$ cat config.mk
export PLATFORM = sky130hd
export DESIGN_NAME = instruction_fetch_unit
export DESIGN_NICKNAME = d
export VERILOG_FILES = /design/src/rtl/jzjcoref_fetch_pkg.sv /design/src/rtl/fetch_queue.sv /design/src/rtl/instruction_fetch_unit.sv
export SDC_FILE = /design/constraint.sdc
export NUM_CORES = 1
export LEC_CHECK = 0
export CAP_MARGIN = 20
export CORE_MARGIN = 5
export CORE_UTILIZATION = 35
export DETAILED_ROUTE_END_ITERATION = 10
export SLEW_MARGIN = 10
export SYNTH_ARGS = -nofsm -noshare
export SYNTH_HDL_FRONTEND = slang
export SYNTH_SLANG_ARGS = --single-unit
$ cat constraint.sdc
create_clock -name clock -period 14.3 [get_ports clock]
set_input_delay 2.86 -clock clock [delete_from_list [all_inputs] [get_ports clock]]
set_output_delay 2.86 -clock clock [all_outputs]
set_load 0.05 [all_outputs]
$ cat src/rtl/jzjcoref_fetch_pkg.sv
// Shared types for the instruction fetch unit.
//   FetchState : fetch FSM encoding (FETCH, FAULT)
//   PC_STEP    : PC increment per instruction word
//   FetchEntry : queued instruction word plus the PC it was fetched from
package jzjcoref_fetch_pkg;

  typedef enum logic [0:0] {
    FETCH = 1'b0,
    FAULT = 1'b1
  } FetchState;

  localparam logic [31:0] PC_STEP = 32'd4;

  typedef struct packed {
    logic [31:0] instruction;
    logic [31:0] pc;
  } FetchEntry;

  function automatic logic misaligned(input logic [31:0] addr);
    return addr[1:0] != 2'b00;
  endfunction

endpackage

$ cat src/rtl/fetch_queue.sv
// Synchronous FIFO of FetchEntry between the memory response path and the
// decoder handshake.
//   clock, reset : clock, async active-high reset
//   push/push_data : write an entry (ignored when full)
//   pop          : drop the head entry (ignored when empty)
//   flush        : empty the queue; wins over push and pop
//   head         : oldest entry, all zero when empty
//   empty/full/count : occupancy status
module fetch_queue
  import jzjcoref_fetch_pkg::*;
#(
  parameter int DEPTH = 2,
  localparam int AW = $clog2(DEPTH),
  localparam int CW = AW + 1
) (
  input  logic          clock,
  input  logic          reset,
  input  logic          push,
  input  FetchEntry     push_data,
  input  logic          pop,
  input  logic          flush,
  output FetchEntry     head,
  output logic          empty,
  output logic          full,
  output logic [CW-1:0] count
);

  FetchEntry     mem_q [DEPTH];
  logic [AW-1:0] wr_q, rd_q;
  logic [CW-1:0] cnt_q;
  logic          do_push, do_pop;

  assign empty   = (cnt_q == '0);
  assign full    = (cnt_q == CW'(DEPTH));
  assign count   = cnt_q;
  assign do_push = push && !full;
  assign do_pop  = pop && !empty;
  assign head    = empty ? '0 : mem_q[rd_q];

  // Pointers wrap naturally since DEPTH is a power of two.
  always_ff @(posedge clock or posedge reset) begin
    if (reset) begin
      wr_q  <= '0;
      rd_q  <= '0;
      cnt_q <= '0;
    end else if (flush) begin
      wr_q  <= '0;
      rd_q  <= '0;
      cnt_q <= '0;
    end else begin
      if (do_push) wr_q <= wr_q + AW'(1);
      if (do_pop)  rd_q <= rd_q + AW'(1);
      cnt_q <= cnt_q + CW'(do_push) - CW'(do_pop);
    end
  end

  // Storage needs no reset: head is masked to zero while empty.
  always_ff @(posedge clock) begin
    if (do_push && !flush) mem_q[wr_q] <= push_data;
  end

endmodule

$ cat src/rtl/instruction_fetch_unit.sv
// Fetch stage ahead of the decoder. Owns the fetch PC, issues word reads to
// instruction memory under a credit limit, buffers returned words with their
// PC and hands them to the decoder over valid/ready. Redirects flush the
// queue and discard every read still in flight; misaligned targets halt
// fetching until an aligned redirect arrives.
//   clock, reset                  : clock, async active-high reset
//   imem_req_valid/ready/addr     : read request channel
//   imem_rsp_valid/data           : in-order read data, no backpressure
//   redirect_valid/target         : branch/jump redirect from execute
//   instr_valid/ready, instruction, instr_pc : decoder handshake
//   fetch_fault                   : misaligned redirect seen, fetch halted
module instruction_fetch_unit
  import jzjcoref_fetch_pkg::*;
#(
  parameter logic [31:0] RESET_VECTOR = 32'h0000_0000,
  parameter int          QUEUE_DEPTH  = 2
) (
  input  logic        clock,
  input  logic        reset,
  output logic        imem_req_valid,
  input  logic        imem_req_ready,
  output logic [31:0] imem_req_addr,
  input  logic        imem_rsp_valid,
  input  logic [31:0] imem_rsp_data,
  input  logic        redirect_valid,
  input  logic [31:0] redirect_target,
  output logic        instr_valid,
  input  logic        instr_ready,
  output logic [31:0] instruction,
  output logic [31:0] instr_pc,
  output logic        fetch_fault
);

  localparam int CW = $clog2(QUEUE_DEPTH) + 1;

  FetchState     state_q;
  logic          fault_q;
  logic          run_q;
  logic [31:0]   fetch_pc_q, fetch_pc_d;
  logic [31:0]   rsp_pc_q, rsp_pc_d;
  logic [CW-1:0] outst_q, outst_d;
  logic [CW-1:0] disc_q, disc_d;

  logic          q_push, q_pop, q_empty, q_full;
  logic [CW-1:0] q_count;
  FetchEntry     q_head, q_wdata;

  logic [CW:0]   inflight;
  logic          credit_ok, req_fire, rsp_acc, rsp_drop;

  // Reads in flight plus buffered words never exceed the queue size, so an
  // accepted response always has a free slot.
  assign inflight  = {1'b0, outst_q} + {1'b0, q_count};
  assign credit_ok = inflight < (CW+1)'(QUEUE_DEPTH);

  // run_q holds requests off for the first cycle after reset release.
  assign imem_req_valid = run_q && (state_q == FETCH) && !redirect_valid && credit_ok;
  assign imem_req_addr  = fetch_pc_q;
  assign req_fire       = imem_req_valid && imem_req_ready;
  assign rsp_acc        = imem_rsp_valid && (disc_q == '0);
  assign rsp_drop       = imem_rsp_valid && (disc_q != '0);

  assign q_push  = rsp_acc && !redirect_valid;
  assign q_pop   = instr_valid && instr_ready;
  assign q_wdata = '{instruction: imem_rsp_data, pc: rsp_pc_q};

  assign instr_valid = !q_empty && !redirect_valid;
  assign instruction = q_head.instruction;
  assign instr_pc    = q_head.pc;
  assign fetch_fault = fault_q;

  fetch_queue #(.DEPTH(QUEUE_DEPTH)) u_queue (
    .clock     (clock),
    .reset     (reset),
    .push      (q_push),
    .push_data (q_wdata),
    .pop       (q_pop),
    .flush     (redirect_valid),
    .head      (q_head),
    .empty     (q_empty),
    .full      (q_full),
    .count     (q_count)
  );

  always_comb begin
    fetch_pc_d = fetch_pc_q;
    rsp_pc_d   = rsp_pc_q;
    outst_d    = outst_q;
    disc_d     = disc_q;
    if (redirect_valid) begin
      // A response landing this cycle is dropped here, so it is not
      // counted among the reads left to discard.
      fetch_pc_d = redirect_target;
      rsp_pc_d   = redirect_target;
      outst_d    = outst_q - CW'(imem_rsp_valid);
      disc_d     = outst_q - CW'(imem_rsp_valid);
    end else begin
      if (req_fire) fetch_pc_d = fetch_pc_q + PC_STEP;
      if (rsp_acc)  rsp_pc_d   = rsp_pc_q + PC_STEP;
      if (rsp_drop) disc_d     = disc_q - CW'(1);
      outst_d = outst_q + CW'(req_fire) - CW'(imem_rsp_valid);
    end
  end

  always_ff @(posedge clock or posedge reset) begin
    if (reset) begin
      run_q      <= 1'b0;
      fetch_pc_q <= RESET_VECTOR;
      rsp_pc_q   <= RESET_VECTOR;
      outst_q    <= '0;
      disc_q     <= '0;
    end else begin
      run_q      <= 1'b1;
      fetch_pc_q <= fetch_pc_d;
      rsp_pc_q   <= rsp_pc_d;
      outst_q    <= outst_d;
      disc_q     <= disc_d;
    end
  end

  always_ff @(posedge clock or posedge reset) begin
    if (reset) begin
      state_q <= FETCH;
      fault_q <= 1'b0;
    end else begin
      case (state_q)
        FETCH: if (redirect_valid && misaligned(redirect_target)) begin
          state_q <= FAULT;
          fault_q <= 1'b1;
        end
        FAULT: if (redirect_valid && !misaligned(redirect_target)) begin
          state_q <= FETCH;
          fault_q <= 1'b0;
        end
        default: begin
          state_q <= FETCH;
          fault_q <= 1'b0;
        end
      endcase
    end
  end

  assert property (@(posedge clock) disable iff (reset) !(q_push && q_full));

endmodule

==> run metrics <==
Port Buf Inserts=168; hold buffers post-CTS=0; Max VDD drop=around 0.077 mV; CTS sink cnt=203; Total Routing Usage GR=about 15%; Clk pin slew, worst setup/hold paths=approximately 0.050 ns; Ys Warns=0; Cells after DPL=approximately 1200; WP data arrival=between 4 and 5 ns; Synth cell types=54; CTS Root Cell=clkbuf_16; Avg Cell Area, Syn=12.30 sq um; Routed WL per cell=around 17 um; number of remaining DRC errors=0; CTS buffer count=23; Synth Instances=~730; Critical Path Start Type=input port; IO Count=around 170; maximum fanout along the worst path=39; Critical Path RT=~11 ns; Hold Crit Endpoint=u_queue.mem_q[0][1]$_DFFE_PP_; Iter 0 DRT Violations=between 300 and 400; routability congestion estimate from global placement=between 0.8 and 0.9; fill count=about 2300; post_cts resized=0; # diodes=0; CTS tree=built; Reg-to-Reg Start=u_queue.count[0]$_DFF_PP0_; RSZ-0062 raised after global routing=false; R2R setup slack=10.64 ns; Worst Hold Path Cells=0; Longest Clk Path Bufs=3; Lkg Pwr=4.029 nW; total congestion overflow=0; pwr/cell area=between 150 and 200 nW/um^2; Clock Skew=approximately 0.0081 ns; Rows=between 50 and 60; vias per cell=about 5.0; CORE AREA=between 20000 and 30000 sq um; fin cells=~1200; Hold Crit Class=reg2reg; die height=~170 um; share of layout cells above drive strength 1=6.147%; Tmin final=7.624 ns; Total Neg Setup Slack=0 ns; reg2reg end=outst_q[1]$_DFF_PP0_; post-synthesis register bit count=around 200; final worst-path cycle share=53.32%; smallest hold slack=~0.47 ns; global-route wire length before repair=between 30000 and 40000 um; Final Hold Vio Count=0; vias in the first global route=slightly above 6000; Slew @ Worst Pin=roughly 1 ns; Setup violations, final=0; antenna-violating nets left=0; WL final=between 20000 and 25000 um; worst-skew pair later-pin latency=roughly 0.5 ns; 1st-pass router iterations=4; DP Wirelength=between 10000 and 15000 um; Max Cap Viol=0; Die X=between 150 and 200 um; initial antenna violation count=0; netlist area before placement=approximately 8900 sq um; fin nets=about 970; cells on worst reg2reg path=12; largest net degree at the start of global routing=76; Layout area overhead=30.48%; H-tree depth=1; Initial Util=a little over a third; Final Slew Violations=0; buffer count from post-CTS setup fixing=0; Crit Path Class=in2out; Mapped Nets=roughly 810; status=finished, final reports clean; endpoint class of the critical path=output port; via count=around 6000; f_max=roughly 130 MHz; crit path from=redirect_valid; register area share after synthesis=between 60% and 70%; Slew Limit Headroom=between 30% and 40%; total die area=~29000 sq um; hold path start=rsp_pc_q[1]$_DFFE_PP0P_
[worst max-delay path, stage by stage]
cell and delay [ns]:
buf_2 0.33, or2_2 0.44, nor4b_1 0.27, clkdlybuf4s50_1 0.86
[kinds of logic (layout without fill, tap and decap cells)]
| family | Yosys count | after routing | synth area share [%] |
|---|---|---|---|
| buffers and inverters | 54 | 238 | 2.337 |
| other | 1 | 1 | 0.04195 |
| adders and majority gates | 9 | 9 | 1.344 |
| AOI/OAI and AO/OA | 94 | 94 | 6.550 |
| DFF | 203 | 203 | 63.99 |
| muxes | 66 | 66 | 7.404 |
| xor gates and xnor gates | 38 | 38 | 3.723 |
| and+or+nand+nor | 262 | 262 | 14.61 |
[worst max-delay path by stage]
stage                                               end  slack [ns]  cells past startpoint
after global placement                   imem_req_valid        6.67                      4
final                                    imem_req_valid        6.68                      4
after CTS                                imem_req_valid        6.64                      4
after global routing                     imem_req_valid        6.56                      4
after floorplan           u_queue.mem_q[0][0]$_DFFE_PP_        4.23                      3
after detailed placement                 imem_req_valid        6.64                      4
[through the flow]
stage	util (%)	total power (W)	cell area [sq um]	setup WS (ns)
after CTS	46.21	0.001830	11640	6.636
after floorplan	-	0.001107	8940	4.233
final	46.32	0.001803	11660	6.676
after global routing	46.32	0.001896	11660	6.562
after detailed placement	43.54	0.001296	10960	6.638
after global placement	43.54	0.001293	10960	6.668
[cell usage after synthesis, drive strengths merged]
cell type  count  share of area (%)
edfxtp       128                 43
nor2          90                3.8
dfrtp         75                 21
mux2i         65                7.3
nand2         54                2.3
o21ai         45                2.5
nand3         38                2.2
inv           21               0.88
clkbuf        20               0.84
xor2          20                2.0
nand4         18                1.5
xnor2         18                1.8
buf           13               0.62
nor3          12               0.67
o211ai        12                1.0
o311ai        11                1.1
a21oi         10               0.56
and2          10               0.70
nor4           9               0.94
ha             8                1.1
and4           6               0.59
and3           5               0.35
nand2b         5               0.35
or3            4               0.28
a31o           3               0.29
a31oi          3               0.21
nor2b          3               0.21
a21o           2               0.17
a22oi          2               0.17
a41oi          2               0.20
nand4bb        2               0.25
nor4b          2               0.20
a211oi         1              0.084
a21boi         1              0.084
a22o           1              0.098
conb           1              0.042
fa             1               0.22
mux2           1               0.13
nand3b         1              0.084
nor3b          1              0.084
o31ai          1              0.084
or2            1              0.070
or4            1              0.084
[routing by layer]
layer / routed length, um / track usage [%] / vias to the layer above
li1: - / - / 2999
met1: 10180 / 22.43 / 2917
met2: 9076 / 21.53 / 234
met3: 1667 / 3.206 / 34
met4: 470 / 3.990 / 0
met5: 0 / 0 / -
[state kept, by name (all words and copies together) (netlist names), named ones only]
| name | count |
|---|---|
| u_queue.rd_q | 1 |
| u_queue.mem_q | 128 |
| run_q | 1 |
| imem_req_addr | 32 |
| disc_q | 2 |
| u_queue.count | 2 |
| outst_q | 2 |
| u_queue.wr_q | 1 |
| fetch_fault | 1 |
| rsp_pc_q | 32 |
[cell type report]
type                    count  area [sq um]  area share (%)
well taps                 330         412.9           3.540
inverters                  21         78.83          0.6758
clock inverters            10         55.05          0.4720
clock buffers              32         619.3           5.309
repair buffers            175          1749           15.00
multi-input cells         470          3025           25.94
flip-flops and latches    203          5724           49.07
[power by group]
part,internal (W),switching [W]
Sequential,0.000687,0.0000466
Clock,0.000303,0.000222
Combinational,0.000185,0.000359
Total,0.00118,0.000628
[cells in the final DEF (no fill, tap or decap), types with 4 or more instances in the layout]
cell type,count
clkdlybuf4s50_1,167
edfxtp_1,128
nor2_1,88
dfrtp_1,74
mux2i_1,65
nand2_1,54
o21ai_0,45
nand3_1,37
clkbuf_16,23
xor2_1,20
inv_1,19
xnor2_1,18
nand4_1,16
o211ai_1,12
nor3_1,12
a21oi_1,10
o311ai_0,10
and2_1,8
ha_1,8
clkbuf_1,8
and4_1,6
buf_4,6
and3_1,5
nand2b_1,5
nor4_1,5
or3_1,4
clkinv_2,4
Power figures use the tool's default switching activity.
